$ cat config.mk
export PLATFORM = sky130hd
export DESIGN_NAME = neuron_sequencer
export DESIGN_NICKNAME = d
export VERILOG_FILES = /design/src/rtl/neuron_sequencer.sv
export SDC_FILE = /design/constraint.sdc
export NUM_CORES = 1
export LEC_CHECK = 0
export CAP_MARGIN = 20
export CORE_UTILIZATION = 35
export DETAILED_ROUTE_END_ITERATION = 8
export GPL_ROUTABILITY_DRIVEN = 0
export SYNTH_ARGS = -nofsm -noshare
export SYNTH_HDL_FRONTEND = slang
export SYNTH_SLANG_ARGS = --single-unit
$ cat constraint.sdc
create_clock -name clk_i -period 11.6 [get_ports clk_i]
set_input_delay 2.32 -clock clk_i [delete_from_list [all_inputs] [get_ports clk_i]]
set_output_delay 2.32 -clock clk_i [all_outputs]
set_load 0.005 [all_outputs]
$ cat src/rtl/neuron_sequencer.sv
// neuron_sequencer: streams N_INPUTS samples against a synchronous weight ROM, adds the bias word and
// emits a saturated fixed-point neuron output. Define NEURON_SEQ_RELU_EN to clamp negative results to zero.
module neuron_sequencer #(
  parameter int DEPTH    = 3,
  parameter int WIDTH    = 8,
  parameter int N_INPUTS = 4,
  parameter int FRAC     = 0
) (
  input  logic                    clk_i,
  input  logic                    reset_i,
  input  logic signed [WIDTH-1:0] data_i,
  input  logic                    valid_i,
  output logic                    ready_o,
  output logic [DEPTH-1:0]        rom_addr_o,
  input  logic signed [WIDTH-1:0] rom_data_i,
  output logic signed [WIDTH-1:0] data_o,
  output logic                    valid_o,
  input  logic                    ready_i
);

  localparam int AW = 2*WIDTH + DEPTH;
  localparam logic [DEPTH-1:0] LAST_IDX = DEPTH'(N_INPUTS - 1);
  localparam logic signed [AW-1:0] SAT_MAX = {{(AW-WIDTH+1){1'b0}}, {(WIDTH-1){1'b1}}};
  localparam logic signed [AW-1:0] SAT_MIN = {{(AW-WIDTH+1){1'b1}}, {(WIDTH-1){1'b0}}};

  typedef enum logic [1:0] {FILL, ACCUM, BIAS, OUT} state_t;

  state_t                   state, state_nxt;
  logic [DEPTH-1:0]         idx, idx_nxt;
  logic signed [AW-1:0]     acc, acc_nxt;
  logic signed [2*WIDTH-1:0] data_ext, rom_ext, prod;
  logic signed [AW-1:0]     prod_ext, bias_ext, bias_sh, bias_sum, shifted;
  logic signed [WIDTH-1:0]  data_nxt;

  assign data_ext = {{WIDTH{data_i[WIDTH-1]}}, data_i};
  assign rom_ext  = {{WIDTH{rom_data_i[WIDTH-1]}}, rom_data_i};
  assign prod     = data_ext * rom_ext;
  assign prod_ext = {{DEPTH{prod[2*WIDTH-1]}}, prod};
  assign bias_ext = {{(AW-WIDTH){rom_data_i[WIDTH-1]}}, rom_data_i};
  assign bias_sh  = bias_ext <<< FRAC;
  // Output is computed from acc+bias during BIAS so data_o is registered on the edge entering OUT.
  assign bias_sum = acc + bias_sh;
  assign shifted  = bias_sum >>> FRAC;

  always_comb begin
    data_nxt = shifted[WIDTH-1:0];
    if (shifted > SAT_MAX) begin
      data_nxt = SAT_MAX[WIDTH-1:0];
    end else if (shifted < SAT_MIN) begin
      data_nxt = SAT_MIN[WIDTH-1:0];
    end
`ifdef NEURON_SEQ_RELU_EN
    if (shifted[AW-1]) begin
      data_nxt = '0;
    end
`endif
  end

  always_comb begin
    state_nxt  = state;
    idx_nxt    = idx;
    acc_nxt    = acc;
    ready_o    = 1'b0;
    rom_addr_o = '0;
    valid_o    = 1'b0;
    case (state)
      FILL: begin
        state_nxt = ACCUM;
        idx_nxt   = '0;
      end
      ACCUM: begin
        ready_o    = 1'b1;
        rom_addr_o = idx;
        if (valid_i) begin
          // Look one address ahead so the next weight lands with the next sample.
          rom_addr_o = idx + DEPTH'(1);
          acc_nxt    = acc + prod_ext;
          idx_nxt    = idx + DEPTH'(1);
          if (idx == LAST_IDX) begin
            state_nxt = BIAS;
          end
        end
      end
      BIAS: begin
        acc_nxt   = bias_sum;
        state_nxt = OUT;
      end
      OUT: begin
        valid_o = 1'b1;
        if (ready_i) begin
          acc_nxt   = '0;
          idx_nxt   = '0;
          state_nxt = ACCUM;
        end
      end
      default: state_nxt = FILL;
    endcase
  end

  always_ff @(posedge clk_i or negedge reset_i) begin
    if (!reset_i) begin
      state  <= FILL;
      idx    <= '0;
      acc    <= '0;
      data_o <= '0;
    end else begin
      state <= state_nxt;
      idx   <= idx_nxt;
      acc   <= acc_nxt;
      if (state == BIAS) begin
        data_o <= data_nxt;
      end
    end
  end

endmodule

==> flow_metrics.env, run 1 <==
export IMPL_dr_pass1_iters=4
export IMPL_finalWorstSetupSlack_ps=3440
export IMPL_drt_iter0_markers=184
export IMPL_portBuffers=32
export IMPL_clock_skew_ps=6.60
export IMPL_core_sq_um=16700
export IMPL_via_per_inst=5.08
export IMPL_r2r_cells=21
export IMPL_drv_cap=0
export IMPL_clockRootBuffer="clkbuf_16"
export IMPL_die_w_microns=133
export IMPL_finalCritPeriodShare_pct=70.3
export IMPL_hold_class="register to register"
export IMPL_max_freq_ghz=0.123
export IMPL_crit_fanout=14
export IMPL_numClockSinks=32
export IMPL_wire_per_inst_microns=15.2
export IMPL_grt_pass1_vias=4799
export IMPL_grt_max_degree=38
export IMPL_drive_gt1_share_pct=3.92
export IMPL_die_area_sq_um=17800
export IMPL_yosysWarningCount=0
export IMPL_post_cts_buffers=0
export IMPL_r2r_end="acc[18]"
export IMPL_cts_tree="yes"
export IMPL_cts_buffer_depth=2
export IMPL_tns_ps=0
export IMPL_totalWireLength_microns=13800
export IMPL_crit_type="input pin to register"
export IMPL_antenna_cells=0
export IMPL_max_slew_margin_rel_pct=42.9
export IMPL_netlist_area_sq_um=6030
export IMPL_status="finished, final reports clean"
export IMPL_hold_buffers=0
export IMPL_clkLatencyLatePin_ps=280
export IMPL_synth_distinct_cells=66
export IMPL_path_clk_slew_ps=60
export IMPL_tightest_slew_ps=856
export IMPL_critical_path_arrival_ps=8320
export IMPL_drc_errors=0
export IMPL_grt_overflow=0
export IMPL_track_usage_pct=16.9
export IMPL_detail_route_antenna_nets=0
export IMPL_seq_area_frac_synth_pct=13.3
export IMPL_synth_nets=833
export IMPL_area_growth_pct=11.9
export IMPL_io_pins=33
export IMPL_dp_worst_setup_slack_ps=3210
export IMPL_synth_seq_cells=32
export IMPL_whs_endpoint="acc[6]"
export IMPL_fin_crit_ps=8160
export IMPL_grt_pass1_wl_microns=24200
export IMPL_cp_required_ps=11770
export IMPL_whs_path_depth=1
export IMPL_floorplan_rows=47
export IMPL_synth_edf_count=0
export IMPL_dp_hpwl_microns=11300
export IMPL_r2r_slack_ps=6490
export IMPL_dieHeight_microns=133
export IMPL_hold_violations=0
export IMPL_numCtsBuffers=5
export IMPL_endpoint_kind="register"
export IMPL_vias=4621
export IMPL_synthCells=659
export IMPL_rsz0062_at_grt="no"
export IMPL_start_util_pct=36.1
export IMPL_maxSlewViolCount=0
export IMPL_syn_area_per_cell_sq_um=9.15
export IMPL_setup_violations=0
export IMPL_h_tree_depth=2
export IMPL_r2r_start="acc[4]"
export IMPL_critPathLaunchType="input pin"
export IMPL_antenna_found_initial=0
export IMPL_synthArstFlopShare_pct=100
export IMPL_synth_flop_cell="dfrtp_1"
export IMPL_holdCritStartpoint="acc[6]"
export IMPL_cts_repair_resize_count=0
export IMPL_n_fill_cell=1686
export IMPL_nNetsFinal=862
## critical path, cell delays in order
cell	delay, ps
clkdlybuf4s50_1	920
clkinv_1	470
fa_1	630
inv_1	60
fa_1	530
fa_1	450
fa_1	580
fa_1	430
ha_1	340
o21ai_0	90
a21oi_1	250
o211ai_1	150
a21o_1	200
a31oi_1	230
a31oi_1	150
xnor2_1	140
o2bb2ai_1	110
mux2_2	270
## Yosys cell counts (all sizes together), types with 9 or more instances
library cell    n  area [sq um]
inv           113           424
fa             85          1700
ha             69           863
nand2          43           161
a21oi          36           180
and2           35           219
nor2           35           131
dfrtp          32           801
o21ai          27           139
xnor2          18           158
a21o           14           106
nor3           13          70.1
clkbuf         12          45.0
nand3          12          60.1
xor2            9          78.8
## routing by layer
metal,vias to the layer above,wire [microns],track usage (%)
met5,-,0,0
met4,0,104,2.90
met3,9,361,1.71
met2,55,6670,29.0
met1,2283,6670,23.3
li1,2274,-,-
## state kept, by name (all words and copies together) (netlist names)
register and cells:
idx 3, data_o 8, state 2, acc 19
## worst max path at each step
stage               cells after the start          start  endpoint
finish                                 18  rom_data_i[7]   acc[18]
global placement                       18  rom_data_i[7]   acc[18]
CTS                                    18  rom_data_i[7]   acc[18]
global route                           18  rom_data_i[7]   acc[18]
floorplan                              16  rom_data_i[1]   acc[17]
detailed placement                     18  rom_data_i[7]   acc[18]
## layout by cell type (no fill, tap or decap), types with 3 or more instances in the layout
cell / n
nor4_1: 5
nand2_1: 43
a21o_1: 13
and2_1: 35
a22oi_1: 6
nor2b_1: 5
o21a_1: 4
xor2_1: 9
a221oi_1: 3
a211oi_1: 7
dfrtp_1: 32
o21ai_0: 24
nor3_1: 12
nand4_1: 3
nor2_1: 35
or3_1: 5
clkdlybuf4s50_1: 32
a21oi_1: 36
fa_1: 85
xnor2_1: 18
a221o_1: 4
a31oi_1: 5
a2111oi_0: 3
mux2_2: 3
nand3_1: 12
ha_1: 69
nand2b_1: 5
o211ai_1: 3
inv_1: 113
buf_4: 3
clkbuf_16: 5
## logic make-up after synthesis
logic type,synth area share (%)
AOI/OAI and AO/OA,16.6
muxes,0.726
DFF,13.3
buffers and inverters,7.93
and+or+nand+nor,15.0
adders and majority gates,42.5
xor gates and xnor gates,3.92
## metrics by stage
step	std cells	hold WS, ps	util (%)	area [sq um]
CTS	909	525	40.4	6750
floorplan	659	476	-	6030
finish	909	523	40.4	6750
global placement	901	507	39.5	6600
detailed placement	901	500	39.5	6600
global route	909	549	40.4	6750
## final cells by class
class                           instances  area, sq um  area share, %
Multi-Input combinational cell        500         4750           70.5
Sequential cell                        32          801           11.9
Inverter                              114          428           6.34
Timing Repair Buffer                   35          343           5.08
Tap cell                              220          275           4.08
Clock buffer                            8          146           2.17
Power of run 1 is left out: the tool's default activity adds up to more than one toggle a clock period on the data nets, which glitch-free logic cannot reach.
==> run 2, diff against run 1 <==
clock period = 8 ns   (was 11.6 ns; I/O delays follow)
==> flow_metrics.env, run 2 (synthesized netlist as in run 1, its figures left out) <==
export IMPL_crit_path_frequent_cell="fa_1"
export IMPL_n_fill_cell=1684
export IMPL_wire_per_inst_microns=14.6
export IMPL_die_w_microns=133
export IMPL_whs_ps=522
export IMPL_finalWorstSetupSlack_ps=1040
export IMPL_grt_overflow=0
export IMPL_setup_violations=0
export IMPL_portBuffers=32
export IMPL_cts_repair_resize_count=0
export IMPL_tns_ps=0
export IMPL_status="finished, final reports clean"
export IMPL_drv_cap=0
export IMPL_largest_reg_flops=19
export IMPL_clock_skew_ps=10.8
export IMPL_cp_required_ps=8170
export IMPL_grt_pass1_wl_microns=23500
export IMPL_cts_buffer_depth=2
export IMPL_path_clk_slew_ps=60
export IMPL_registers_top_by_ff_count="acc"
export IMPL_max_freq_ghz=0.144
export IMPL_totalWireLength_microns=13300
export IMPL_nNetsFinal=865
export IMPL_worstPathCellList="clkdlybuf4s50_1 > buf_4 > clkinv_1 > fa_1 > inv_1 > fa_1 > fa_1 > fa_1 > fa_1 > ha_1 > o21ai_0 > a21oi_1 > o211ai_1 > a21o_1 > a31oi_1 > a31oi_1 > xnor2_1 > o2bb2ai_1 > mux2_2"
export IMPL_crit_type="input pin to register"
export IMPL_numCtsBuffers=5
export IMPL_mostFrequentLayoutCell="inv_1"
export IMPL_antenna_cells=0
export IMPL_finalCritPeriodShare_pct=87.0
export IMPL_track_usage_pct=16.2
export IMPL_area_growth_pct=12.3
export IMPL_h_tree_depth=2
export IMPL_mostFrequentLayoutCells="inv_1 (113), fa_1 (85), ha_1 (69)"
export IMPL_clockRootBuffer="clkbuf_16"
export IMPL_crit_buf_inv=4
export IMPL_hold_violations=0
export IMPL_drt_iter0_markers=156
export IMPL_start_util_pct=36.1
export IMPL_multi_input_area_sq_um=4750
export IMPL_dieHeight_microns=133
export IMPL_hold_class="register to register"
export IMPL_critical_path_arrival_ps=7130
export IMPL_cts_tree="yes"
export IMPL_clkLatencyLatePin_ps=280
export IMPL_post_cts_buffers=0
export IMPL_tightest_slew_ps=868
export IMPL_crit_fanout=14
export IMPL_seqCellArea_sq_um=801
export IMPL_maxSlewViolCount=0
export IMPL_dp_hpwl_microns=11200
export IMPL_dr_pass1_iters=4
export IMPL_crit_path_top_delay_cell="fa_1"
export IMPL_max_slew_margin_rel_pct=42.1
export IMPL_drc_errors=0
export IMPL_reg_top3="acc (19), data_o (8), idx (3)"
export IMPL_grt_max_degree=38
export IMPL_die_area_sq_um=17800
export IMPL_grt_pass1_vias=4798
export IMPL_detail_route_antenna_nets=0
export IMPL_critPathLaunchType="input pin"
export IMPL_cp_top_family="adder cells"
export IMPL_dp_worst_setup_slack_ps=764
export IMPL_vias=4612
export IMPL_core_sq_um=16700
export IMPL_endpoint_kind="register"
export IMPL_io_pins=33
export IMPL_via_per_inst=5.06
export IMPL_numClockSinks=32
export IMPL_rsz0062_at_grt="no"
export IMPL_drive_gt1_share_pct=4.48
export IMPL_fin_crit_ps=6960
export IMPL_hold_buffers=0
export IMPL_floorplan_rows=47
export IMPL_worst_path_largest_cell_delay_ps=600
export IMPL_antenna_found_initial=0
[run 2: layer usage]
metal	vias to the layer above	wire, microns	track usage, %
met5	-	0	0
met4	0	314	4.67
met3	26	413	1.86
met2	79	5990	25.8
met1	2223	6600	23.1
li1	2284	-	-
[run 2: layout make-up]
type / instances / area share, %
inverters: 114 / 6.32
clock inverters: 1 / 0.111
flip-flops and latches: 32 / 11.8
multi-input cells: 500 / 70.2
clock buffers: 7 / 2.11
well taps: 220 / 4.06
repair buffers: 38 / 5.39
[run 2: final timing paths]
path / from / end / slack, ps / cells past startpoint
max: rom_data_i[7] / acc[18] / 1040 / 19
min: acc[6] / acc[6] / 520 / 1
max reg2reg: acc[4] / acc[18] / 2930 / 21
min reg2reg: acc[6] / acc[6] / 520 / 1
min in group asynchronous: reset_i / idx[2] / 1710 / 2
max in group asynchronous: reset_i / acc[10] / 5960 / 2
[run 2: through the flow]
stage,area [sq um],instances,utilization [%]
floorplan,6030,659,-
detailed placement,6620,904,39.7
finish,6770,912,40.6
global route,6770,912,40.6
global placement,6620,904,39.7
CTS,6770,912,40.6
Power of run 2 is left out for the same reason.
==> run 3, diff against run 2 <==
SETUP_SLACK_MARGIN = 0.05   (was unset)
==> results of run 3 <==
The final DEF is identical to that of run 2; final timing and power are the same.
Power of run 3 is left out for the same reason.
==> patch 1, RTL diff (flow settings as in run 1) <==
Re-encode `state_t` (4 states) as one-hot, 4 bits wide.
--- a/src/rtl/neuron_sequencer.sv
+++ b/src/rtl/neuron_sequencer.sv
@@ -23,7 +23,7 @@
   localparam logic signed [AW-1:0] SAT_MAX = {{(AW-WIDTH+1){1'b0}}, {(WIDTH-1){1'b1}}};
   localparam logic signed [AW-1:0] SAT_MIN = {{(AW-WIDTH+1){1'b1}}, {(WIDTH-1){1'b0}}};
 
-  typedef enum logic [1:0] {FILL, ACCUM, BIAS, OUT} state_t;
+  typedef enum logic [3:0] {FILL = 4'b0001, ACCUM = 4'b0010, BIAS = 4'b0100, OUT = 4'b1000} state_t;
 
   state_t                   state, state_nxt;
   logic [DEPTH-1:0]         idx, idx_nxt;
Behaviour: same outputs for any inputs over 4 cycles, from zero or initial values and one cycle with reset_i low; so few cycles prove little.
==> patch 1 against run 1 <==
Setup slack improved by 49 ps; area after synthesis decreased by 1.2%; synthesized cell count is 0.30% lower; global-route usage hardly changed; core utilization decreased by 0.23 points; sequential share of layout area increased by 0.92 points; sequential cell count rose by 2; wire length down 0.22%; hold slack got worse by 44 ps; register-to-register slack got worse by 30 ps; cell count down 0.55%; via count grew 1.0%; final area shrank 1.3%; critical path type unchanged; highest routed layer unchanged.
Power is not shown: default switching activity piles up to over one toggle a cycle in this logic, so the estimate is an artifact.
==> patch 1: results (changes against run 1) <==
Status
  – Outcome: completed

Route
  – WL met1: 6621 um (-0.73%)
  – Initial detailed-routing violation count: 169 (-8.2%)
  – DR WL met3: 668 um (+85%)
  – DR WL met2: 6194 um (-7.1%)
  – Final WL: 13770 um (-0.22%)
  – DR vias: 4668 (+1.0%)

Critical path
  – Cell count of the worst reg-to-reg path: 18 (-14%)
  – Worst r2r src: acc[6]$_DFFE_PN0P_
  – Worst Setup EP: acc[17]$_DFFE_PN0P_
  – CP arrival: 8240 ps (-80 ps)
  – Reg2reg end: acc[17]$_DFFE_PN0P_
  – Flop2flop setup slack: 6460 ps (-30 ps)

Cells and area
  – Top flop regs: acc x19, data_o x8, state x4
  – Layout cell share with drive strength beyond 1: 3.363% (-0.56 points)
  – N_diodes: 0 (unchanged)
  – FILL cells: 1681 (-0.30%)
  – Nets: 852 (-1.2%)

Global route
  – First-pass GRT wire length: 24020 um (-0.94%)
  – GRT Overall Usage: 16.87% (-0.039 points)
  – Largest net degree at the start of global routing: 35 (-7.9%)

Timing
  – Final WS setup: 3494 ps (+49.07 ps)
  – Slew HR: 25.48% (-17 points)
  – WHS: 479.1 ps (-44.16 ps)
  – Final clock skew: 3.771 ps (-2.828 ps)
  – Final setup viols: 0 (unchanged)

Synthesis
  – Syn_nets: 826 (-0.84%)
  – Post-synth top cells: 103 x inv_1, 85 x fa_1, 64 x ha_1
  – Post-synth top flop: dfrtp_1
  – Sequential share of the synthesized area: 14.31% (+1.0 points)
  – Synth top area cells: fa_1 29%, dfrtp_1 14%, ha_1 13%
  – Netlist cell types: 64 (-3.0%)
  – Synth async-reset ratio: 100.0% (unchanged)

Placed design
  – DP Worst Slack: 3197 ps (-16.28 ps)
  – Final HPWL DP: 11320 um (-0.24%)

Min path
  – Min-delay src: data_o[7]$_DFFE_PN0P_
  – Hold Path End: data_o[7]$_DFFE_PN0P_
  – Min-Delay Path Depth: 2 (+1)
[patch 1: changes by cell type in the layout (fill, tap and decap cells not counted), sizes merged, moves of 5 or more]
cell / delta
nor2: +14
inv: -10
nand2: +8
o21ai: -6
o221ai: +6
a211oi: -5
ha: -5
[patch 1: per-layer routing]
metal | track usage [%] | vias to the layer above
met5 | 0 | -
met4 | 4.789 | 0
met1 | 24.06 | 2296
met3 | 2.414 | 26
li1 | - | 2238
met2 | 26.58 | 108
[patch 1: worst max-delay path, stage by stage]
cell and delay [ps]:
clkdlybuf4s50_1 930, clkinv_1 470, fa_1 630, inv_1 60
fa_1 510, fa_1 440, fa_1 580, fa_1 430
ha_1 320, inv_1 90, o21bai_1 100, a31oi_1 250
o21ai_0 170, o41ai_1 450, o21ai_0 210, xnor2_1 170
o221ai_1 110
[patch 1: area by class of cell]
class,count,share of cell area (%)
Sequential cell,34,12.79
Tap cell,220,4.132
Timing Repair Buffer,34,5.071
Clock inverter,2,0.1878
Multi-Input combinational cell,504,69.87
Clock buffer,6,2.085
Inverter,104,5.860
[patch 1: logic make-up (layout without fill, tap and decap cells)]
family | Yosys count | in the layout | share of synthesized area (%)
and+or+nand+nor | 189 | 189 | 15.91
adders and majority gates | 149 | 149 | 42.03
AOI/OAI and AO/OA | 129 | 129 | 14.71
buffers and inverters | 119 | 146 | 7.503
xor gates and xnor gates | 34 | 34 | 5.002
DFF | 34 | 34 | 14.31
muxes | 3 | 3 | 0.5254
[patch 1: metrics by stage]
stage / std cells / util, % / instance area (sq um)
after floorplan: 657 / - / 5953
after global placement: 895 / 39.17 / 6495
after detailed placement: 895 / 39.17 / 6495
after CTS: 903 / 40.08 / 6646
after global routing: 904 / 40.17 / 6661
final: 904 / 40.17 / 6661
==> patch 2, RTL diff (settings of run 1) <==
Made on the original files. `WIDTH`: 8 -> 7.
--- a/src/rtl/neuron_sequencer.sv
+++ b/src/rtl/neuron_sequencer.sv
@@ -2,7 +2,7 @@
 // emits a saturated fixed-point neuron output. Define NEURON_SEQ_RELU_EN to clamp negative results to zero.
 module neuron_sequencer #(
   parameter int DEPTH    = 3,
-  parameter int WIDTH    = 8,
+  parameter int WIDTH    = 7,
   parameter int N_INPUTS = 4,
   parameter int FRAC     = 0
 ) (
Interface: changed (resized data_i, data_o and rom_data_i); port bits go from 33 to 30. The function was not compared with the original's and may differ.
==> patch 2 against run 1 <==
Critical path depth is the same; maximum frequency increased by 9.5%; area after synthesis shrank 15%; die area is 15% lower; setup slack improved by 710 ps; largest cell class unchanged; wire length fell by 17%; final area fell by 14%; sequential cell count down 3; non-clock buffer count down 2.
Power is not shown: default switching activity piles up to over one toggle a cycle in this logic, so the estimate is an artifact.
==> patch 2: results (changes against run 1) <==
Cells and area
  – Layout cell share with drive strength beyond 1: 4.762% (+0.84 points)
  – Nets: 751 (-13%)
  – FILL cells: 1439 (-15%)
  – Top flop regs: acc x17, data_o x7, idx x3

Critical path
  – Cell count of the worst reg-to-reg path: 17 (-19%)
  – CP max FO: 9 (-5)
  – CP arrival: 7600 ps (-720 ps)
  – Critical path's largest stage delay: 570 ps (-350 ps)

Route
  – Initial detailed-routing violation count: 209 (+14%)
  – DR vias: 4007 (-13%)
  – Final WL: 11440 um (-17%)
  – Routed length per instance: 14.50 um (-4.5%)

Placed design
  – DP Worst Slack: 3844 ps (+630.2 ps)
  – Final HPWL DP: 9444 um (-17%)
  – PortBufs: 29 (-9.4%)
  – Placed inst area: 0.005633 sq mm (-15%)
  – Inst Count DP: 780 (-13%)

Global route
  – First-pass GRT wire length: 19640 um (-19%)
  – Largest net degree at the start of global routing: 36 (-5.3%)
  – Vias in the first global route: 4088 (-15%)
  – GRT Overall Usage: 16.56% (-0.34 points)

Synthesis
  – Post-Synth Adder-Cell Area: 39.51% (-3.0 points)
  – Netlist cell types: 63 (-4.5%)
  – Sequential share of the synthesized area: 14.13% (+0.85 points)
  – Mux cell area share after synthesis: 1.437% (+0.71 points)
  – Syn avg cell area: 8.917 sq um (-2.5%)
  – Syn_nets: 719 (-14%)
  – Compound-cell area share of the yosys netlist: 14.40% (-2.2 points)
  – Xor-xnor portion of the synthesized cell area: 4.434% (+0.51 points)
  – Post-synth top cells: 115 x inv_1, 63 x ha_1, 62 x fa_1

Timing
  – Final clock skew: 6.900 ps (+0.3011 ps)
  – Slew HR: 47.14% (+4.2 points)

Min path
  – Min-Delay Path Depth: 2 (+1)

Status
  – Outcome: completed
-- patch 2: cell count changes in the layout (fill, tap and decap cells not counted), sizes merged, moves of 5 or more --
| cell | change |
|---|---|
| a211oi | -6 |
| and2 | +6 |
| and3 | +5 |
| fa | -23 |
| ha | -6 |
| nand2 | -13 |
| nand3 | -9 |
| nor3 | -7 |
| o21ai | -11 |
-- patch 2: per-layer routing --
| metal | track usage (%) | up-vias | wire (um) |
|---|---|---|---|
| met5 | 0 | - | 0 |
| met4 | 3.313 | 0 | 130 |
| met3 | 2.260 | 11 | 361 |
| met2 | 27.09 | 68 | 5357 |
| met1 | 23.30 | 1966 | 5591 |
| li1 | - | 1962 | - |
-- patch 2: layout make-up --
class / count / area, sq um / area share (%)
Clock inverter: 2 / 10.01 / 0.1732
Multi-Input combinational cell: 424 / 3938 / 68.13
Clock buffer: 6 / 128.9 / 2.230
Timing Repair Buffer: 33 / 320.3 / 5.542
Inverter: 115 / 431.7 / 7.469
Tap cell: 180 / 225.2 / 3.897
Sequential cell: 29 / 725.7 / 12.56
-- patch 2: final timing paths --
check,startpoint,end,slack (ps)
worst max-delay path,rom_data_i[1],acc[16]$_DFFE_PN0P_,4150
worst max register to register,acc[6]$_DFFE_PN0P_,acc[16]$_DFFE_PN0P_,7010
max in group asynchronous,reset_i,acc[11]$_DFFE_PN0P_,8850
min in group asynchronous,reset_i,state[0]$_DFFE_PN0P_,2450
worst min register to register,data_o[1]$_DFFE_PN0P_,data_o[1]$_DFFE_PN0P_,510
worst min-delay path,data_o[1]$_DFFE_PN0P_,data_o[1]$_DFFE_PN0P_,510
